--- src/rtl/shifter_pkg.sv ---
// Shared encodings for the iterative shifter.
// Mode codes, FSM states and the mode legality check.
package shifter_pkg;

  localparam logic [2:0] MODE_SLL = 3'b000;
  localparam logic [2:0] MODE_SRL = 3'b001;
  localparam logic [2:0] MODE_SRA = 3'b010;
  localparam logic [2:0] MODE_ROR = 3'b011;
  localparam logic [2:0] MODE_ROL = 3'b100;

  typedef enum logic [1:0] {
    ST_IDLE  = 2'b00,
    ST_SHIFT = 2'b01,
    ST_DONE  = 2'b10
  } state_e;

  function automatic logic is_legal_mode(
    input logic [2:0] mode
  );
    return (mode <= MODE_ROL);
  endfunction

endpackage

--- src/rtl/iter_shifter_if.sv ---
// Request/response bundle of the iterative shifter.
// Master issues start/operands, slave returns status and result.
interface iter_shifter_if #(
  parameter int WIDTH = 32
);
  localparam int SHW = $clog2(WIDTH);

  logic             start;
  logic [2:0]       mode;
  logic [WIDTH-1:0] data_in;
  logic [SHW-1:0]   shamt;
  logic             ready;
  logic             busy;
  logic             done;
  logic [WIDTH-1:0] data_out;

  modport master (
    output start,
    output mode,
    output data_in,
    output shamt,
    input  ready,
    input  busy,
    input  done,
    input  data_out
  );

  modport slave (
    input  start,
    input  mode,
    input  data_in,
    input  shamt,
    output ready,
    output busy,
    output done,
    output data_out
  );

endinterface

--- src/rtl/shift1_stage.sv ---
// Combinational one-position shift/rotate step.
// Reserved modes pass the operand through unchanged.
module shift1_stage
  import shifter_pkg::*;
#(
  parameter int WIDTH = 32
) (
  input  logic [WIDTH-1:0] acc,
  input  logic [2:0]       mode,
  output logic [WIDTH-1:0] acc_sh
);

  always_comb begin
    acc_sh = acc;
    unique case (1'b1)
      (mode == MODE_SLL):
        acc_sh = {acc[WIDTH-2:0], 1'b0};
      (mode == MODE_SRL):
        acc_sh = {1'b0, acc[WIDTH-1:1]};
      (mode == MODE_SRA):
        acc_sh = {acc[WIDTH-1], acc[WIDTH-1:1]};
      (mode == MODE_ROR):
        acc_sh = {acc[0], acc[WIDTH-1:1]};
      (mode == MODE_ROL):
        acc_sh = {acc[WIDTH-2:0], acc[WIDTH-1]};
      default:
        acc_sh = acc;
    endcase
  end

endmodule

--- src/rtl/iter_shifter.sv ---
// Multi-cycle shifter/rotator: one bit position per clock.
// IDLE -> SHIFT (shamt cycles) -> DONE (one-cycle result pulse).
module iter_shifter
  import shifter_pkg::*;
#(
  parameter int WIDTH = 32
) (
  input  logic           clk,
  input  logic           rst,
  iter_shifter_if.slave  bus
);

  localparam int SHW = $clog2(WIDTH);

  state_e           state_q, state_d;
  logic [WIDTH-1:0] acc_q, acc_d;
  logic [SHW-1:0]   count_q, count_d;
  logic [2:0]       mode_q, mode_d;
  logic [WIDTH-1:0] dout_q, dout_d;
  logic [WIDTH-1:0] acc_sh;

  shift1_stage #(
    .WIDTH (WIDTH)
  ) u_step (
    .acc    (acc_q),
    .mode   (mode_q),
    .acc_sh (acc_sh)
  );

  always_comb begin
    state_d = state_q;
    acc_d   = acc_q;
    count_d = count_q;
    mode_d  = mode_q;
    dout_d  = dout_q;
    unique case (state_q)
      ST_IDLE: begin
        if (bus.start) begin
          acc_d   = bus.data_in;
          count_d = bus.shamt;
          mode_d  = bus.mode;
          if (bus.shamt != '0 &&
              is_legal_mode(bus.mode)) begin
            state_d = ST_SHIFT;
          end else begin
            state_d = ST_DONE;
            dout_d  = bus.data_in;
          end
        end
      end
      ST_SHIFT: begin
        acc_d   = acc_sh;
        count_d = count_q - SHW'(1);
        // last step lands directly in the result register
        if (count_q == SHW'(1)) begin
          state_d = ST_DONE;
          dout_d  = acc_sh;
        end
      end
      ST_DONE: begin
        state_d = ST_IDLE;
      end
      default: begin
        state_d = ST_IDLE;
      end
    endcase
  end

  always_ff @(posedge clk) begin
    if (rst) begin
      state_q <= ST_IDLE;
      acc_q   <= '0;
      count_q <= '0;
      mode_q  <= '0;
      dout_q  <= '0;
    end else begin
      state_q <= state_d;
      acc_q   <= acc_d;
      count_q <= count_d;
      mode_q  <= mode_d;
      dout_q  <= dout_d;
    end
  end

  assign bus.ready    = (state_q == ST_IDLE);
  assign bus.busy     = (state_q == ST_SHIFT) ||
                        (state_q == ST_DONE);
  assign bus.done     = (state_q == ST_DONE);
  assign bus.data_out = dout_q;

endmodule
--- src/flat_wrapper.sv ---
// flat-port wrapper written by rule: the top's interface ports become plain ports
module iter_shifter_flat import shifter_pkg::*;
#(
  parameter int WIDTH = 32
)
  (clk, rst, bus_start, bus_mode, bus_data_in, bus_shamt, bus_ready, bus_busy, bus_done, bus_data_out);
  iter_shifter_if #(.WIDTH(WIDTH)) bus_i ();
  input  logic clk;
  input  logic rst;
  input wire logic [$bits(bus_i.start)-1:0] bus_start;
  input wire logic [$bits(bus_i.mode)-1:0] bus_mode;
  input wire logic [$bits(bus_i.data_in)-1:0] bus_data_in;
  input wire logic [$bits(bus_i.shamt)-1:0] bus_shamt;
  output wire logic [$bits(bus_i.ready)-1:0] bus_ready;
  output wire logic [$bits(bus_i.busy)-1:0] bus_busy;
  output wire logic [$bits(bus_i.done)-1:0] bus_done;
  output wire logic [$bits(bus_i.data_out)-1:0] bus_data_out;
  assign bus_i.start = bus_start;
  assign bus_i.mode = bus_mode;
  assign bus_i.data_in = bus_data_in;
  assign bus_i.shamt = bus_shamt;
  assign bus_ready = bus_i.ready;
  assign bus_busy = bus_i.busy;
  assign bus_done = bus_i.done;
  assign bus_data_out = bus_i.data_out;
  iter_shifter #(.WIDTH(WIDTH)) u_core (.clk(clk), .rst(rst), .bus(bus_i));
endmodule
--- config.mk ---
export PLATFORM = sky130hd
export DESIGN_NAME = iter_shifter_flat
export DESIGN_NICKNAME = d
export VERILOG_FILES = /design/src/rtl/shifter_pkg.sv /design/src/rtl/iter_shifter_if.sv /design/src/rtl/shift1_stage.sv /design/src/rtl/iter_shifter.sv /design/src/flat_wrapper.sv
export SDC_FILE = /design/constraint.sdc
export NUM_CORES = 1
export LEC_CHECK = 0
export BUFFER_PORTS_ARGS = -buffer_cell sky130_fd_sc_hd__buf_4
export CAP_MARGIN = 30
export CORE_UTILIZATION = 55
export DETAILED_ROUTE_END_ITERATION = 12
export PLACE_DENSITY = 0.8
export SLEW_MARGIN = 20
export SYNTH_ARGS = -nofsm -noshare
export SYNTH_HDL_FRONTEND = slang
export SYNTH_SLANG_ARGS = --single-unit
export TNS_END_PERCENT = 5
--- constraint.sdc ---
create_clock -name clk -period 2.4 [get_ports clk]
set_input_delay 0 -clock clk [delete_from_list [all_inputs] [get_ports clk]]
set_output_delay 0 -clock clk [all_outputs]
set_load 0.02 [all_outputs]
# Word level (Yosys, flattened, before mapping)
# Index checks and enable logic that the tools add are counted.
# op_classes
n_eq_ne	10
n_lt_le_gt_ge	1
mux	13
add_sub_neg	1
reduce_logical	10
# op_table
operator	count
32-bit one-hot mux with 5 select lines	1
32-bit two-way mux	4
32-bit one-hot mux with 2 select lines	2
5-bit one-hot mux with 2 select lines	1
3-bit by 2-bit equality test with 1-bit output, second input constant	2
2-bit two-way mux	3
2-bit AND reduction	3
5-bit by 1-bit equality test with 1-bit output, second input constant	1
5-bit two-way mux	1
5-bit nonzero test	1
5-bit by 1-bit subtractor with 5-bit output, second input constant	1
2-bit inequality test, second input constant	2
2-bit one-hot mux with 2 select lines	1
4-bit AND reduction	1
3-bit by 1-bit equality test with 1-bit output, second input constant	1
3-bit equality test, second input constant	1
3-bit less-or-equal comparator, second input constant	1
3-bit zero test	1
2-bit by 1-bit equality test with 1-bit output, second input constant	1
2-bit equality test, second input constant	1
2-bit zero test	1
2-bit by 1-bit inequality test with 1-bit output, second input constant	1
2-bit nonzero test	1
1-bit logical AND	1
1-bit logical OR	1
# totals
wordCells	40
register_bits	74
input_bits	43
out_inout_bits	35

# Longest topological paths before layout
# depth
word_depth	5
ltp_mapped	9
mapped_depth_nobuf	6

# By module
# A second synthesis with hierarchy kept.
# hier_totals
cells_unflattened	445
hier_area_um2	4356.7
# by_module_without_submodules
module	seq_area_each_um2	area_per_inst_um2	n_inst	cells_per_inst
iter_shifter	1481.4	3469.6	1	330
shift1_stage	0.0	887.1	1	115

# Worst setup path before layout
# Ideal clock, no wire load.
# synth_timing
path_type	register to register
from	reg u_core.state_q[0]
to	reg u_core.dout_q[12] (netlist: u_core.bus.data_out[12])
stages_incl_launch_ff	10
slack_ps	385
required_time_ps	2314
period_less_slack_ps	2015
t_arrival_ps	1929
setup_ps	86
n_path_buf	3
path_cell_list	dfxtp_1 > inv_1 > ha_1 > buf_2 > mux2i_2 > a21oi_2 > and2_0 > buf_4 > buf_6 > a211oi_1
# synth_via
elab_chain_cells	3
word_cells_on_any_way	8
cone_classes	eq/ne: 4; mux: 1; reduce/logical: 3
# synth_lines
item	line	text
from (decl)	iter_shifter.sv:15	state_e state_q, state_d;
from (signal assigned)	iter_shifter.sv:77	state_q <= state_d;
2-bit zero test (*)	--	
via bus_ready	flat_wrapper.sv:14	output wire logic [$bits(bus_i.ready)-1:0] bus_ready;
2-bit inequality test (no line) or 2-bit nonzero test (tied branches)	--	
4-bit AND reduction (no line)	--	
to (signal assigned)	iter_shifter.sv:81	dout_q <= dout_d;
to (decl)	iter_shifter.sv:19	logic [WIDTH-1:0] dout_q, dout_d;
# Mark *: on every way through the listed nets, which the timed path passes. The rest lies on a longest branch.
# A chain may end at the register's enable or synchronous reset.

# Worst setup path in the final report
# layout_timing
from	reg u_core.state_q[1]
to	reg u_core.dout_q[27] (netlist: u_core.bus.data_out[27])
# layout_via
elab_chain_cells	3
word_cells_on_any_way	8
cone_classes	eq/ne: 4; mux: 1; reduce/logical: 3
# layout_lines
item	line	text
2-bit by 1-bit equality test with 1-bit output or 2-bit zero test (tied branches)	iter_shifter.sv:36	unique case (state_q)
2-bit by 1-bit inequality test with 1-bit output (no line) (tied with other cells)	--	
4-bit AND reduction (no line)	--	
# Parallel ways exist; a longest one is shown, timed or not.

==> out/metrics.csv <==
stage,metric,value,unit
route,wirelength,9.88,mm
timing,worst_pin_slew,0.825,ns
layout,area_delta_synth_final,21.8,%
logic_synthesis,ys_seq_elements,74,
timing,min_period,2.14,ns
route,vias,3635,
logic_synthesis,syn_inst,453,
min_path,min_path_type,input port to flop,
logic_synthesis,synthTopCellsByCount,"a211oi_1, a21oi_1, dfxtp_1",
power,vdd_drop_max,0.000417,V
global_routing,grt_overflow,0,
clocking,htree_levels,3,
timing,tns,0,ns
worst_setup_path,arrival,2.38,ns
power,power_density,831,nW/µm²
logic_synthesis,yosysSeqAreaShare,0.383,
global_routing,grt_max_degree,78,
power,leakage,1.71,nW
clocking,clock_latency,0.34,ns
timing,finalCritPeriodShare,0.891,
layout,diodes,0,
timing,clock.fmax,468,MHz
timing,hold_viol,0,
logic_synthesis,synth_edf_count,0,
worst_setup_path,worstSetupStartpointType,flop,
logic_synthesis,synth_top_area_share,0.383,
route,avgViaCountPerCell,5.98,
floorplan,start_util,0.569,
floorplan,dieArea,7360,µm²
logic_synthesis,synth_nets,501,
worst_setup_path,worstPathRequired,2.64,ns
layout,layout.nets,555,
power,power,3.91,mW
floorplan,die_h,85.8,µm
clocking,cts_inserted_buffers,9,
min_path,min_delay_path_depth,3,
place,portBuffers,77,
worst_setup_path,crit_path_end_kind,flop,
timing,drv_slew,0,
run,maxCapViolCount,0,
logic_synthesis,synth.most_common_cell,a211oi_1,
timing,rsz0062_at_grt,no,
logic_synthesis,syn_area_per_cell,8.53,µm²
route,wl_per_cell,16.3,µm
global_routing,grt_use_total,0.275,
global_routing,grt_pass1_wl,16.2,mm
worst_setup_path,critPathMaxFanout,30,
route,post-route-drc-count,0,
worst_setup_path,reg2reg_depth,7,
floorplan,rows,30,
worst_setup_path,crit_type,flop to flop,
global_routing,antenna_found_initial,0,
timing,finalClockSkew,0.0133,ns
logic_synthesis,synth_top_cells_by_area,"dfxtp_1, a211oi_1, a21oi_1",
clocking,cts_tree,built,
floorplan,die_w,85.8,µm
route,drt_iter0_markers,252,
logic_synthesis,yosysTopAreaCell,dfxtp_1,
clocking,cts_buffer_depth,2,
global_routing,grt_pass1_vias,3403,
timing,relSlewSlack,0.450,
clocking,cts_resized,0,
route,ant_nets,0,
logic_synthesis,async_reset_ff_frac,0,
logic_synthesis,yosys_warnings,0,
run_status,status,finished clean,
logic_synthesis,yosysUniqueCellTypes,41,
logic_synthesis,synthFlopType,dfxtp_1,
floorplan,ios,78,
layout,layout-drive-gt1-share,0.227,
place,gp_congestion,0.830,
floorplan,core,6790,µm²
logic_synthesis,syn_area,3860,µm²
clocking,clkTransAtPathRegs,0.08,ns
route,dr.pass1.iters,4,
clocking,cts-root-buf,clkbuf_8,
place,dp_hpwl,6.29,mm
clocking,cts_num_sinks,74,
timing,setup_viol_count_final,0,
## worst max-delay path, cell delays in order (launching register included)
cell and delay, ns:
dfxtp_1 0.33, inv_1 0.08, ha_1 0.50, mux2i_2 0.24
a21oi_2 0.18, buf_4 0.35, a21oi_1 0.12, a211oi_1 0.25
## layout by cell type, fill, tap and decap left out, types with 3 or more instances in the layout
master         instances
nor3_1                32
clkbuf_8              10
nand2b_1               3
dfxtp_1               73
inv_1                  7
mux2i_1               32
nand3_1                4
ha_1                   5
nor2_1                35
nand3b_1               3
nand2_1                8
dlygate4sd3_1          5
a211oi_1              92
a21oi_1               74
buf_4                 88
o21ai_0                7
## timing repair
item,in CTS,in global routing
hold endpoints to repair,4,0
setup buffers,0,0
hold buffers,5,0
## flip-flops by register name (all words and copies together), names as in the netlist
name and cells:
u_core.acc_q 32, u_core.bus.data_out 32, u_core.count_q 5, u_core.mode_q 3, u_core.state_q 2
## kinds of logic after synthesis
kind of cell / share of synthesized area
mux: 0.0894
compound gates: 0.324
flops: 0.383
simple gates: 0.112
buf+inv: 0.0748
fa+ha+maj: 0.0162
## path summary, 6_finish.rpt
kind | slack [ns] | start | to
setup reg to reg | 0.26 | u_core.state_q[1] | u_core.bus.data_out[27]
setup / recovery | 0.26 | u_core.state_q[1] | u_core.bus.data_out[27]
hold / removal | 0.02 | bus_start | u_core.mode_q[0]
hold reg to reg | 0.50 | u_core.acc_q[0] | u_core.acc_q[0]
## where the power goes
| group | internal [mW] | switching (mW) | leakage [nW] |
|---|---|---|---|
| registers | 1.41 | 0.160 | 0.611 |
| logic | 0.516 | 0.730 | 0.983 |
| clock network | 0.616 | 0.475 | 0.112 |
## routing by layer
layer / up-vias / part of all wire / track usage
li1: 1815 / - / -
met1: 1687 / 0.45 / 0.366
met2: 123 / 0.48 / 0.444
met3: 10 / 0.057 / 0.0626
met4: 0 / 0.010 / 0.0894
met5: - / 0 / 0
## cell type report
| type | instances | area (µm²) |
|---|---|---|
| multi-input combinational | 319 | 2090 |
| fill | 555 | 2090 |
| sequential | 74 | 1480 |
| timing repair buffer | 95 | 751 |
| clock buffer | 10 | 138 |
| tap | 96 | 120 |
| clock inverter | 6 | 90.1 |
| inverter | 8 | 30.0 |
## through the flow
step / setup slack (ns) / area, µm² / hold slack (ns) / cells / utilization
5_1_grt: 0.0487 / 4700 / 0.000837 / 608 / 0.692
2_1_floorplan: 0.385 / 3860 / 0.148 / 453 / -
6_report: 0.262 / 4700 / 0.0206 / 608 / 0.692
4_1_cts: 0.303 / 4700 / 0.00237 / 608 / 0.692
3_3_place_gp: 0.440 / 4430 / 0.303 / 587 / 0.652
3_5_place_dp: 0.309 / 4430 / 0.285 / 587 / 0.652
Power figures use the tool's default switching activity.
